**src/rtl/tinyqv_pkg.sv**
```systemverilog
// Shared definitions for the TinyQV multi-access load/store sequencer.
package tinyqv_pkg;

    typedef enum logic [1:0] {
        StIdle,
        StReq,
        StWait
    } seq_state_e;

    localparam int unsigned ADDR_STEP = 4;

endpackage

```
**src/rtl/tinyqv_mem_sequencer.sv**
```systemverilog
// Issues 1..8 word accesses for a decoded load/store, stepping address and register index.
// Define TINYQV_MEMSEQ_BACK_TO_BACK_EN to issue the next request straight after mem_done.
module tinyqv_mem_sequencer
    import tinyqv_pkg::*;
#(
    parameter int unsigned ADDR_BITS     = 24,
    parameter int unsigned REG_ADDR_BITS = 4
) (
    input  logic                     clk,
    input  logic                     rst,
    input  logic                     start,
    input  logic                     is_store,
    input  logic [ADDR_BITS-1:0]     base_addr,
    input  logic [2:0]               mem_op,
    input  logic [2:0]               additional_mem_ops,
    input  logic                     increment_reg,
    input  logic [REG_ADDR_BITS-1:0] first_reg,
    input  logic                     flush,
    input  logic                     req_ready,
    input  logic                     mem_done,
    output logic                     busy,
    output logic                     req_valid,
    output logic [ADDR_BITS-1:0]     req_addr,
    output logic [2:0]               req_op,
    output logic                     req_store,
    output logic [REG_ADDR_BITS-1:0] req_reg,
    output logic                     req_last,
    output logic                     reg_we,
    output logic                     seq_done
);

    seq_state_e state;
    logic [2:0] count;
    logic       inc_reg;
    logic       flush_pend;
    logic       last_access;

    assign busy        = (state != StIdle);
    assign last_access = (count == 3'd0);
    assign req_last    = busy && last_access;
    assign reg_we      = mem_done && (state == StWait) && !req_store &&
                         (req_reg != '0);

    always_ff @(posedge clk) begin
        if (rst) begin
            state      <= StIdle;
            req_valid  <= 1'b0;
            req_addr   <= '0;
            req_op     <= 3'd0;
            req_store  <= 1'b0;
            req_reg    <= '0;
            count      <= 3'd0;
            inc_reg    <= 1'b0;
            flush_pend <= 1'b0;
            seq_done   <= 1'b0;
        end else begin
            seq_done <= 1'b0;
            unique case (state)
                StIdle: begin
                    if (start) begin
                        state      <= StReq;
                        req_valid  <= 1'b1;
                        req_addr   <= base_addr;
                        req_op     <= mem_op;
                        req_store  <= is_store;
                        req_reg    <= first_reg;
                        count      <= additional_mem_ops;
                        inc_reg    <= increment_reg;
                        flush_pend <= 1'b0;
                    end
                end
                StReq: begin
                    if (!req_valid) begin
                        // Spacer cycle between accesses; nothing is outstanding yet.
                        if (flush) begin
                            state    <= StIdle;
                            seq_done <= 1'b1;
                        end else begin
                            req_valid <= 1'b1;
                        end
                    end else if (req_ready) begin
                        // Once accepted the access must finish, so a same-cycle flush is deferred.
                        state      <= StWait;
                        req_valid  <= 1'b0;
                        flush_pend <= flush;
                    end else if (flush) begin
                        state     <= StIdle;
                        req_valid <= 1'b0;
                        seq_done  <= 1'b1;
                    end
                end
                StWait: begin
                    if (mem_done) begin
                        if (last_access || flush_pend || flush) begin
                            state      <= StIdle;
                            flush_pend <= 1'b0;
                            seq_done   <= 1'b1;
                        end else begin
                            state    <= StReq;
                            count    <= count - 3'd1;
                            req_addr <= req_addr + ADDR_BITS'(ADDR_STEP);
                            if (inc_reg) begin
                                req_reg <= req_reg + REG_ADDR_BITS'(1);
                            end
`ifdef TINYQV_MEMSEQ_BACK_TO_BACK_EN
                            req_valid <= 1'b1;
`else
                            req_valid <= 1'b0;
`endif
                        end
                    end else if (flush) begin
                        flush_pend <= 1'b1;
                    end
                end
                default: begin
                    state     <= StIdle;
                    req_valid <= 1'b0;
                end
            endcase
        end
    end

endmodule

```
**config.mk**
```make
export PLATFORM = sky130hd
export DESIGN_NAME = tinyqv_mem_sequencer
export DESIGN_NICKNAME = d
export VERILOG_FILES = /design/src/rtl/tinyqv_pkg.sv /design/src/rtl/tinyqv_mem_sequencer.sv
export SDC_FILE = /design/constraint.sdc
export NUM_CORES = 1
export LEC_CHECK = 0
export ABC_AREA = 1
export CORE_ASPECT_RATIO = 0.9
export CORE_UTILIZATION = 40
export CTS_CLUSTER_SIZE = 28
export DETAILED_ROUTE_END_ITERATION = 8
export HOLD_SLACK_MARGIN = 0.02
export PLACE_DENSITY = 0.77
export REMOVE_ABC_BUFFERS = 1
export SLEW_MARGIN = 20
export SYNTH_ARGS = -nofsm -noshare
export SYNTH_HDL_FRONTEND = slang
export SYNTH_SLANG_ARGS = --single-unit
```
**constraint.sdc**
```tcl
create_clock -name clk -period 2.5 [get_ports clk]
set_input_delay 0.375 -clock clk [delete_from_list [all_inputs] [get_ports clk]]
set_output_delay 0.375 -clock clk [all_outputs]
set_load 0.01 [all_outputs]
```
==> results.tsv <==
metric	value	unit
cap_viol_max_count	0	
slew_viol_final	0	
largest_reg_flops	24	
die_x	86.5	um
grt_pass1_vias	2605	
cp_max_fo	6	
cts-buffers-inserted	5	
track_usage	22.3	%
layout_worst_path_cycle_share	94.4	%
grt_max_degree	29	
critPathKind	reg -> out	
end_kind	primary output	
hold_class	reg -> reg	
via_count	2850	
n_antenna_cell	0	
place.gp.congestion	0.896	
cts_setup_buffers	0	
synth_top_cell_by_area	dfxtp_1	
post-synth-top-count-cell	nand2_1	
p_leak	1.37	nW
rsz0062_at_grt	false	
slew_headroom	62.2	%
clk_latency	300	ps
drive_gt1_share	4.93	%
ff_latch_area	821	um2
ctsResizeCount	0	
crit_arrival	1990	ps
fp.dieH	78.1	um
clkTransAtPathRegs	80	ps
fillers	611	
via_per_inst	4.97	
areaGrowthSynthToFinish	36.8	%
antenna_found_initial	0	
post-route-drc-count	0	
num_rows	27	
htreeDepth	2	
period_minus_slack	2360	ps
worstMarginPinSlew	566	ps
fin_setup_tns	0	ps
status	finished, final reports clean	
drt_iter0_markers	172	
die-area	6760	um2
ys_ff_latch	41	
cts_buffer_depth	2	
pwr_density_cell	551	nW/um2
gr-total-overflow	0	
multi_input_area	1520	um2
ys_seq_area_share	31.9	%
finalClockSkew	3.89	ps
hpwl	5300	um
timing.fmax	424	MHz
hold_buffers	0	
yosys-top-cells-area	dfxtp_1 32%, nand2_1 15%, nor2_1 9.8%, o21ai_0 7.4%, a21oi_1 6.4%	
clock_sinks	41	
io_buffers	78	
yosys_warnings	0	
post-route-util	57.2	%
start_kind	flip-flop	
nNetsFinal	538	
irDropWorstVdd	0.308	mV
synthesis.area	2570	um2
ys_async_sr_fraction	0	%
ys.flop_type	dfxtp_1	
synth.top_cells.by_count	106 x nand2_1, 67 x nor2_1, 41 x dfxtp_1, 38 x o21ai_0, 35 x inv_1	
ys_types	36	
drt-pass1-iter-count	4	
cts_tree	done	
wire_per_inst	12.4	um
syn_area_per_cell	6.24	um2
coreArea	6150	um2
io_pins	79	
synth_top_area_share	31.9	%
worst_slack	139	ps
grt_pass1_wl	12200	um
synth_edf_count	0	
clockRootBuffer	clkbuf_8	
ant_nets	0	
place_ws	233	ps
start_util	41.8	%
synthCells	412	
required	2120	ps
drt-total-wl	7130	um
hold_viol	0	
finalSetupViolCount	0	
[routing by layer]
layer	part of all wire, %	up-vias	track usage [%]	routed length, um
met5	0	-	0	0
met4	1.2	0	5.17	88
met3	4.6	9	3.15	328
met2	47	79	38.2	3380
met1	47	1279	29.4	3330
li1	-	1483	-	-
[metrics by stage]
step / std cells / cell area (um2) / hold WS [ps] / total power, mW
6_report: 574 / 3520 / 463 / 1.94
3_3_place_gp: 567 / 3420 / 444 / 1.40
4_1_cts: 574 / 3520 / 466 / 1.95
3_5_place_dp: 567 / 3420 / 455 / 1.41
5_1_grt: 574 / 3520 / 503 / 2.06
2_1_floorplan: 396 / 2480 / 435 / 1.11
[cells in the final DEF, fill, tap and decap left out, drive strengths merged, types with 2 or more instances in the layout]
cell and n:
clkbuf 5, clkdlybuf4s50 78, a21oi 35, o21ai 46, nand3 27, nor3 4
or2 3, dfxtp 41, nor2 68, ha 9, nand4 5, o21a 2
buf 6, inv 38, o22ai 3, nand2 108
[worst max-delay path, cell delays in order, from the launching register on]
cell,delay (ps)
dfxtp_1,350
inv_1,110
ha_1,290
nand2_1,120
a211o_1,240
inv_1,60
clkdlybuf4s50_1,520
[area by class of cell]
cell class	instances	share of cell area [%]
Inverter	38	4.12
Tap cell	87	3.09
Clock inverter	2	0.995
Sequential cell	41	23.3
Multi-Input combinational cell	317	43.0
Clock buffer	5	1.96
Timing Repair Buffer	84	23.5
[worst paths after layout]
check                             start                       to  slack, ps  cells after the start
hold reg to reg   count[1]$_SDFFE_PP0P_    count[1]$_SDFFE_PP0P_        460                      2
hold / removal    count[1]$_SDFFE_PP0P_    count[1]$_SDFFE_PP0P_        460                      2
setup / recovery  state[0]$_SDFFE_PP0P_                   reg_we        140                      6
setup reg to reg  count[0]$_SDFFE_PP0P_  req_reg[0]$_SDFFE_PP0P_        310                      9
[where the power goes]
part	switching (mW)	internal, mW	total (mW)
Combinational	0.293	0.293	0.585
Clock	0.245	0.291	0.535
Sequential	0.0888	0.729	0.818
[cell families after synthesis]
logic type               synth area share [%]
buffers and inverters                    9.19
XOR/XNOR                                0.681
AO/OA/AOI/OAI                            18.6
flip-flops                               31.9
AND/OR/NAND/NOR                          35.2
adder cells (fa/ha/maj)                  4.38
Power figures use the tool's default switching activity.
